<file path="config.mk">
export PLATFORM = sky130hd
export DESIGN_NAME = operand_collector
export DESIGN_NICKNAME = d
export VERILOG_FILES = /design/src/rtl/pkg_opengpu.sv /design/src/rtl/operand_collector.sv
export SDC_FILE = /design/constraint.sdc
export NUM_CORES = 1
export LEC_CHECK = 0
export BUFFER_PORTS_ARGS = -buffer_cell sky130_fd_sc_hd__buf_2
export CAP_MARGIN = 20
export CORE_AREA = 2 2 107 109
export CTS_CLUSTER_SIZE = 20
export DETAILED_ROUTE_END_ITERATION = 8
export DIE_AREA = 0 0 109 111
export PLACE_DENSITY_LB_ADDON = 0.12
export SYNTH_ARGS = -nofsm -noshare
export SYNTH_HDL_FRONTEND = slang
export SYNTH_SLANG_ARGS = --single-unit
</file>
<file path="constraint.sdc">
create_clock -name clk -period 5.74 [get_ports clk]
set_input_delay 0.574 -clock clk [delete_from_list [all_inputs] [get_ports clk]]
set_output_delay 0.574 -clock clk [all_outputs]
set_load 0.01 [all_outputs]
</file>
<file path="src/rtl/pkg_opengpu.sv">
// Shared types and helpers for the scalar issue/operand path.
// Register-file banking: bank is the index LSB, row is the rest.
package pkg_opengpu;

  localparam int XLEN          = 32;
  localparam int REG_IDX_WIDTH = 5;
  localparam int RF_BANKS      = 2;
  localparam int RF_ROW_WIDTH  = 4;

  typedef enum logic [3:0] {
    ALU_NOP, ALU_ADD, ALU_SUB, ALU_AND,
    ALU_OR,  ALU_XOR, ALU_SLL, ALU_SRL,
    ALU_SRA, ALU_SLT, ALU_SLTU
  } alu_op_t;

  typedef enum logic [2:0] {
    OC_IDLE, OC_READ, OC_READ2, OC_WAIT, OC_VALID
  } oc_state_t;

  function automatic logic rf_bank_of(
    input logic [REG_IDX_WIDTH-1:0] idx
  );
    return (idx & REG_IDX_WIDTH'(1)) != '0;
  endfunction

  function automatic logic [RF_ROW_WIDTH-1:0] rf_row_of(
    input logic [REG_IDX_WIDTH-1:0] idx
  );
    return RF_ROW_WIDTH'(idx >> 1);
  endfunction

endpackage

</file>
<file path="src/rtl/operand_collector.sv">
// Operand collect stage: reads rs1/rs2 from a two-bank RF,
// serialising same-bank reads, then hands off to execute.
module operand_collector
  import pkg_opengpu::*;
#(
  parameter int DATA_WIDTH = XLEN,
  parameter int CNT_WIDTH  = 16
) (
  input  logic                          clk,
  input  logic                          rst,
  input  logic                          flush,
  input  logic                          issue_valid,
  output logic                          issue_ready,
  input  alu_op_t                       issue_alu_op,
  input  logic [REG_IDX_WIDTH-1:0]      issue_rs1,
  input  logic [REG_IDX_WIDTH-1:0]      issue_rs2,
  input  logic [REG_IDX_WIDTH-1:0]      issue_rd,
  input  logic                          issue_use_imm,
  input  logic [DATA_WIDTH-1:0]         issue_imm,
  output logic [RF_BANKS-1:0]           rf_rd_en,
  output logic [RF_BANKS-1:0][RF_ROW_WIDTH-1:0] rf_rd_addr,
  input  logic [RF_BANKS-1:0][DATA_WIDTH-1:0]   rf_rd_data,
  output logic                          ex_valid,
  input  logic                          ex_ready,
  output logic [DATA_WIDTH-1:0]         ex_operand_a,
  output logic [DATA_WIDTH-1:0]         ex_operand_b,
  output alu_op_t                       ex_alu_op,
  output logic [REG_IDX_WIDTH-1:0]      ex_rd,
  output logic [CNT_WIDTH-1:0]          conflict_cnt
);

  oc_state_t                  state_q, state_d;
  logic [REG_IDX_WIDTH-1:0]   rs1_q, rs1_d;
  logic [REG_IDX_WIDTH-1:0]   rs2_q, rs2_d;
  logic [REG_IDX_WIDTH-1:0]   rd_q, rd_d;
  logic                       use_imm_q, use_imm_d;
  alu_op_t                    alu_op_q, alu_op_d;
  logic [DATA_WIDTH-1:0]      opa_q, opa_d;
  logic [DATA_WIDTH-1:0]      opb_q, opb_d;
  logic [CNT_WIDTH-1:0]       conflict_cnt_q, conflict_cnt_d;

  logic need1, need2, same, cfl, b1, b2;
  logic i_need1, i_need2, i_same, i_cfl, i_any;
  logic accept;

  // Read plan of the held instruction
  assign need1 = rs1_q != '0;
  assign same  = !use_imm_q && (rs1_q == rs2_q);
  assign need2 = !use_imm_q && (rs2_q != '0) && !same;
  assign b1    = rf_bank_of(rs1_q);
  assign b2    = rf_bank_of(rs2_q);
  assign cfl   = need1 && need2 && (b1 == b2);

  // Read plan of the incoming instruction
  assign i_need1 = issue_rs1 != '0;
  assign i_same  = !issue_use_imm && (issue_rs1 == issue_rs2);
  assign i_need2 = !issue_use_imm && (issue_rs2 != '0) && !i_same;
  assign i_cfl   = i_need1 && i_need2 &&
                   (rf_bank_of(issue_rs1) == rf_bank_of(issue_rs2));
  assign i_any   = i_need1 || i_need2;

  always_comb begin
    state_d        = state_q;
    rs1_d          = rs1_q;
    rs2_d          = rs2_q;
    rd_d           = rd_q;
    use_imm_d      = use_imm_q;
    alu_op_d       = alu_op_q;
    opa_d          = opa_q;
    opb_d          = opb_q;
    conflict_cnt_d = conflict_cnt_q;
    issue_ready    = 1'b0;
    ex_valid       = 1'b0;
    rf_rd_en       = '0;
    rf_rd_addr     = '0;
    accept         = 1'b0;

    unique case (state_q)
      OC_IDLE: issue_ready = 1'b1;
      OC_READ: begin
        if (need1) begin
          rf_rd_en[b1]   = 1'b1;
          rf_rd_addr[b1] = rf_row_of(rs1_q);
        end
        if (need2 && !cfl) begin
          rf_rd_en[b2]   = 1'b1;
          rf_rd_addr[b2] = rf_row_of(rs2_q);
        end
        state_d = cfl ? OC_READ2 : OC_WAIT;
      end
      OC_READ2: begin
        opa_d          = rf_rd_data[b1];
        rf_rd_en[b2]   = 1'b1;
        rf_rd_addr[b2] = rf_row_of(rs2_q);
        state_d        = OC_WAIT;
      end
      OC_WAIT: begin
        if (cfl) begin
          opb_d = rf_rd_data[b2];
        end else begin
          if (need1) opa_d = rf_rd_data[b1];
          if (need1 && same) opb_d = rf_rd_data[b1];
          if (need2) opb_d = rf_rd_data[b2];
        end
        state_d = OC_VALID;
      end
      OC_VALID: begin
        ex_valid    = 1'b1;
        issue_ready = ex_ready;
        if (ex_ready) state_d = OC_IDLE;
      end
      default: state_d = OC_IDLE;
    endcase

    if (flush) begin
      issue_ready = 1'b0;
      state_d     = OC_IDLE;
    end
    if (rst) issue_ready = 1'b0;

    accept = issue_valid && issue_ready;
    if (accept) begin
      rs1_d     = issue_rs1;
      rs2_d     = issue_rs2;
      rd_d      = issue_rd;
      use_imm_d = issue_use_imm;
      alu_op_d  = issue_alu_op;
      opa_d     = '0;
      opb_d     = issue_use_imm ? issue_imm : '0;
      state_d   = i_any ? OC_READ : OC_VALID;
      if (i_cfl && conflict_cnt_q != {CNT_WIDTH{1'b1}})
        conflict_cnt_d = conflict_cnt_q + CNT_WIDTH'(1);
    end
  end

  always_ff @(posedge clk) begin
    if (rst) begin
      state_q        <= OC_IDLE;
      rs1_q          <= '0;
      rs2_q          <= '0;
      rd_q           <= '0;
      use_imm_q      <= 1'b0;
      alu_op_q       <= ALU_NOP;
      opa_q          <= '0;
      opb_q          <= '0;
      conflict_cnt_q <= '0;
    end else begin
      state_q        <= state_d;
      rs1_q          <= rs1_d;
      rs2_q          <= rs2_d;
      rd_q           <= rd_d;
      use_imm_q      <= use_imm_d;
      alu_op_q       <= alu_op_d;
      opa_q          <= opa_d;
      opb_q          <= opb_d;
      conflict_cnt_q <= conflict_cnt_d;
    end
  end

  assign ex_operand_a = opa_q;
  assign ex_operand_b = opb_q;
  assign ex_alu_op    = alu_op_q;
  assign ex_rd        = rd_q;
  assign conflict_cnt = conflict_cnt_q;

endmodule

</file>
==> qor.yml, run 1 <==
synth_area_um2: 5630
io_buffers: 221
global_route.usage.met2_pct: 43.9
crit_cells: 8
p_sw_share_pct: 26.9
clockPowerShare_pct: 37.6
synthSimpleGateAreaFrac_pct: 19.8
die_w_um: 109
hp-class: "reg2reg"
vias: 5702
area_growth_pct: 25.8
whs_ns: 0.454
final_common_cell: "buf_2"
fin_nets: 976
status: "finished clean"
critPathSlowestCell: "dfxtp_1"
post_cts_resized: 0
ir_drop_mv: 0.139
p_seq_share_pct: 46.1
p_per_area_nw_per_um2: 230
slew_headroom_pct: 37.1
drc: 0
synth-seq-cells: 103
clock_skew_ns: 0.00653
timing.fmax_mhz: 301
synth.top_cell.area_share_pct: 36.6
muxShareOfSynthArea_pct: 12.3
finish.utilization_pct: 64.0
synthArstFlopShare_pct: 0
cts_hold_buf: 0
synth.area.top_cells: "dfxtp_1, nand2_1, a311oi_2"
syn_area_per_cell_um2: 8.44
rsz0062_at_grt: "no"
cp_cell_sequence: "inv_1 > ha_1 > nor2b_1 > a21oi_2 > a31oi_1 > nor2_1 > a32o_1 > buf_2"
p_leak_nw: 3.01
reg2reg_slack_ns: 2.61
cts_tree: "built"
yosysWarnings: 0
setup_viol: 0
clockBufferDepth: 2
combPwrFrac_pct: 16.3
worst_setup_path_startpoint: "rs2_q[0]$_SDFFE_PP0N_"
layout.cells.non_filler: 1002
dpl.cell_count: 983
clk_pin_slew_ns: 0.07
total_power_mw: 1.63
tns_ns: 0
grt_pass1_wl_mm: 25.7
antenna_found_initial: 2
finalMaxSlewViolations: 0
cp.buffers_inverters: 2
place_area_um2: 6750
synth_area_leader_cell: "dfxtp_1"
place.gp.congestion: 0.853
place_ws_ns: 2.26
worst_skew_pair.late_latency_ns: 0.34
first_global_vias: 5218
top_usage_layer: "met2"
synth-xor-area-share_pct: 1.40
htree_levels: 3
drive_gt1_share_pct: 34.0
fp-row-count: 39
regToRegStartpoint: "state_q[0]$_SDFFE_PP0P_"
finalCritPeriodShare_pct: 57.8
worstMarginPinSlew_ns: 0.943
ant_nets: 0
synth.distinct_cells: 56
io_pins: 222
startpoint_type: "register"
p_sw_uw: 438
crit_end: "rf_rd_addr[7]"
routed_wl_mm: 16.5
place_hpwl_mm: 11.5
hold_violations: 0
grt_max_degree: 69
cts.sinks: 103
arrival_ns: 2.74
fp.dieH_um: 111
use_met1_pct: 33.2
first_iter_violations: 340
cp_top_family: "compound AO/OA/AOI/OAI gates"
ys.flop_type: "dfxtp_1"
dieArea_um2: 12100
power.internal_mw: 1.19
grt_usage_pct: 26.6
viasPerCell: 5.69
path_max_fanout: 10
cts_setup_buffers: 0
core_area_um2: 11100
clock-root-buffer: "clkbuf_16"
start_util_pct: 50.8
drtPass1Iterations: 5
syn-num-nets: 790
critPathKind: "reg2out"
max_stage_delay_ns: 0.58
synth_top_family_by_area: "compound AO/OA/AOI/OAI gates"
final.setup.worst_slack_ns: 2.42
overflow: 0
end_kind: "output pin"
r2r-end: "conflict_cnt[3]$_SDFFE_PP0P_"
ff2ff_path_depth: 7
ys_seq_area_share_pct: 36.6
wl_per_cell_um: 16.4
layout_common_cells: "buf_2, nand2_1, dfxtp_1"
design_area_um2: 7090
synth-edff-count: 0
synth_compound_gate_area_share_pct: 24.6
crit_required_ns: 5.17
drv_cap: 0
fin_crit_ns: 3.32
cts_buffers: 9
met3_usage_pct: 4.59
synthAdderAreaFrac_pct: 0.444
syn_inst: 667
## area by class of cell
type	instances	area (um2)
clock inverter	5	58.8
sequential	103	2060
clock buffer	11	233
tap	143	179
inverter	5	18.8
timing repair buffer	231	1210
fill	986	3990
antenna	1	2.50
multi-input combinational	503	3320
## synth_stat cells, drive strengths merged (5+ instances only)
master / n
nand2: 148
and3: 8
o21ai: 15
inv: 5
dfxtp: 103
buf: 23
a21oi: 71
or3: 12
nor2: 44
nand3: 12
a211oi: 33
clkbuf: 33
a311oi: 32
mux2: 32
mux2i: 33
xor2: 5
nor2b: 5
## power by group through the flow
stage	sequential, mW	clock [mW]	combinational (mW)
6_report	0.751	0.611	0.265
2_1_floorplan	0.773	0	0.154
3_3_place_gp	0.766	0	0.256
4_1_cts	0.751	0.624	0.262
5_1_grt	0.753	0.653	0.290
3_5_place_dp	0.767	0	0.261
## tightest hold or removal path, stage by stage (launching register included)
cell     delay (ns)
dfxtp_1        0.31
nand2_1        0.05
a21oi_1        0.05
## state kept, by name, indices dropped and copies added (netlist names)
name          count
conflict_cnt     16
ex_alu_op         4
ex_operand_a     32
ex_operand_b     32
ex_rd             5
rs1_q             5
rs2_q             5
state_q           3
use_imm_q         1
## worst min path at each step
stage                                         start                   endpoint  depth (start not counted)
final                         ex_rd[0]$_SDFFE_PP0N_      ex_rd[0]$_SDFFE_PP0N_                          2
after global routing                    issue_rd[0]      ex_rd[0]$_SDFFE_PP0N_                          3
after CTS                 ex_alu_op[0]$_SDFFE_PP0N_  ex_alu_op[0]$_SDFFE_PP0N_                          2
after detailed placement      ex_rd[3]$_SDFFE_PP0N_      ex_rd[3]$_SDFFE_PP0N_                          2
after global placement        ex_rd[4]$_SDFFE_PP0N_      ex_rd[4]$_SDFFE_PP0N_                          2
after floorplan               rs1_q[4]$_SDFFE_PP0N_      rs1_q[4]$_SDFFE_PP0N_                          2
## metal layers
metal / share of wire [%] / vias up
met4: 3.1 / 2
met3: 7.0 / 46
li1: - / 2780
met2: 48 / 229
met5: 0.097 / -
met1: 42 / 2645
## kinds of logic after synthesis
| kind of cell | after synthesis |
|---|---|
| AOI/OAI and AO/OA | 176 |
| muxes | 65 |
| xor gates and xnor gates | 9 |
| and+or+nand+nor | 251 |
| buffers and inverters | 61 |
| DFF | 103 |
| adders and majority gates | 2 |
(Power assumes the default switching activity.)
==> inputs of run 2 (changes only) <==
ABC_AREA = 1   (was not set)
CORE_AREA = 2 2 125 127   (was 2 2 107 109)
DIE_AREA = 0 0 127 129   (was 0 0 109 111)
clock period = 2.88 ns   (was 5.74 ns; I/O delays follow)
==> run 2 against run 1 <==
- critical path depth up 5
- cell count increased by 49%
- synthesized cell count is 69% higher
- worst setup slack worse by 2.1 ns
- combinational power rose to 3.8 times the previous value
- die area is 35% higher
- sequential power grew 100%
- wire length grew 38%
- register-to-register slack lost 2.0 ns
- critical path type unchanged
- largest power group unchanged
==> qor.yml, run 2 <==
cts.sinks: 103
clockBufferDepth: 2
synth.top_cell.area_share_pct: 29.9
fp.dieH_um: 129
antenna_found_initial: 5
clock_skew_ns: 0.00667
synth_common_cells: "nand2_1, nor2_1, nand3_1"
critPathKind: "reg2out"
critPathSlowestCell: "dfxtp_2"
synthArstFlopShare_pct: 0
synth_area_leader_cell: "dfxtp_1"
arrival_ns: 2.31
layout.cells.non_filler: 1497
place_ws_ns: 0.530
viasPerCell: 5.15
core_area_um2: 15000
first_global_vias: 6847
ant_nets: 0
overflow: 0
slew_headroom_pct: 44.7
drv_cap: 0
wl_per_cell_um: 15.2
start_util_pct: 46.0
cp_cell_sequence: "clkinvlp_4 > ha_1 > nor2_1 > o21ai_0 > nor2_1 > nand2_2 > nand3_2 > inv_2 > nand3_1 > nand2_1 > nand2_1 > nand2_1 > buf_2"
synth-seq-cells: 103
drive_gt1_share_pct: 21.8
worstMarginPinSlew_ns: 0.828
path_max_fanout: 10
first_iter_violations: 704
synth.area.top_cells: "dfxtp_1, nand2_1, nor2_1"
finalCritPeriodShare_pct: 90.3
yosysMostFrequentCell: "nand2_1"
grt_pass1_wl_mm: 35.9
cts_tree: "built"
io_buffers: 221
routed_wl_mm: 22.7
finalMaxSlewViolations: 0
status: "finished clean"
timing.fmax_mhz: 385
layout_common_cells: "nand2_1, buf_2, nor2_1"
drc: 0
rsz0062_at_grt: "no"
place.gp.congestion: 0.935
grt_max_degree: 65
fill_cells: 1560
ir_drop_mv: 0.308
tns_ns: 0
yosysWarnings: 0
synth_area_um2: 6890
worst_skew_pair.late_latency_ns: 0.35
p_per_area_nw_per_um2: 460
crit_required_ns: 2.59
final.setup.worst_slack_ns: 0.280
final_common_cell: "nand2_1"
ys_seq_area_share_pct: 29.9
vias: 7708
cts_buffers: 9
setup_viol: 0
fp-row-count: 45
grt_usage_pct: 27.4
cts_hold_buf: 0
area_growth_pct: 20.6
syn-num-nets: 1247
htree_levels: 3
hp-class: "in2reg"
syn_inst: 1124
cp_common_cell: "nand2_1"
dpl.cell_count: 1473
syn_area_per_cell_um2: 6.13
fin_crit_ns: 2.60
fin_nets: 1422
synth-edff-count: 0
clk_pin_slew_ns: 0.07
startpoint_type: "register"
drtPass1Iterations: 7
synth.distinct_cells: 33
die_w_um: 127
clock-root-buffer: "clkbuf_16"
place_hpwl_mm: 15.5
max_stage_delay_ns: 0.36
io_pins: 222
dieArea_um2: 16400
end_kind: "output pin"
p_leak_nw: 4.33
ys.flop_type: "dfxtp_1"
total_power_mw: 3.82
hold_violations: 0
-- run 2: power by group --
part | switching (mW) | internal [mW] | total [mW]
Clock | 0.607 | 0.705 | 1.31
Combinational | 0.663 | 0.333 | 0.996
Sequential | 0.0353 | 1.48 | 1.52
-- run 2: cell families (layout without fill, tap and decap cells) --
kind of cell | Yosys count | after routing | share of synthesized area (%)
buffers and inverters | 149 | 329 | 10.1
flip-flops | 103 | 103 | 29.9
XOR/XNOR | 13 | 13 | 1.65
adder cells (fa/ha/maj) | 2 | 2 | 0.363
multiplexers | 32 | 32 | 4.65
other | 0 | 5 | 0
AO/OA/AOI/OAI | 133 | 133 | 9.75
AND/OR/NAND/NOR | 692 | 692 | 43.5
-- run 2: repair_timing --
action | 4_1_cts | 5_1_grt
endpoints found under the setup margin | 0 | 2
resized for setup | 0 | 2
buffers inserted | 0 | 3
endpoints found under the hold margin | 0 | 0
-- run 2: metal layers --
layer	track usage [%]	part of all wire, %	vias up
met5	0	0	-
met3	7.19	8.6	26
met1	39.8	48	3432
met2	39.3	42	306
li1	-	-	3944
met4	8.99	1.8	0
-- run 2: worst max-delay path: cells and delay by family, from the launching register on --
kind,cells,cell delay (ns)
buffers and inverters,3,0.38
and+or+nand+nor,8,0.84
DFF,1,0.36
AOI/OAI and AO/OA,1,0.08
adders and majority gates,1,0.30
-- run 2: metrics by stage --
stage	area, um2	hold WS (ns)	util, %
floorplan	6890	0.437	-
global placement	7960	0.465	53.1
detailed placement	7960	0.469	53.1
CTS	8260	0.157	55.2
global route	8300	0.193	55.4
finish	8300	0.164	55.4
-- run 2: worst paths after layout --
kind / startpoint / end / slack, ns / depth (start not counted)
max: rs2_q[0]$_SDFFE_PP0N_ / rf_rd_addr[1] / 0.28 / 13
min: issue_rd[2] / ex_rd[2]$_SDFFE_PP0N_ / 0.16 / 3
max reg2reg: rs2_q[0]$_SDFFE_PP0N_ / ex_operand_b[29]$_SDFFE_PP0P_ / 0.63 / 10
min reg2reg: ex_alu_op[3]$_SDFFE_PP0N_ / ex_alu_op[3]$_SDFFE_PP0N_ / 0.48 / 2
-- run 2: area by class of cell --
| cell class | count | area (um2) | share of cell area [%] |
|---|---|---|---|
| multi-input combinational | 872 | 4130 | 49.8 |
| sequential | 103 | 2060 | 24.8 |
| timing repair buffer | 238 | 1260 | 15.2 |
| inverter | 75 | 290 | 3.50 |
| clock buffer | 10 | 239 | 2.88 |
| tap | 188 | 235 | 2.83 |
| clock inverter | 6 | 67.6 | 0.814 |
| antenna | 5 | 12.5 | 0.151 |
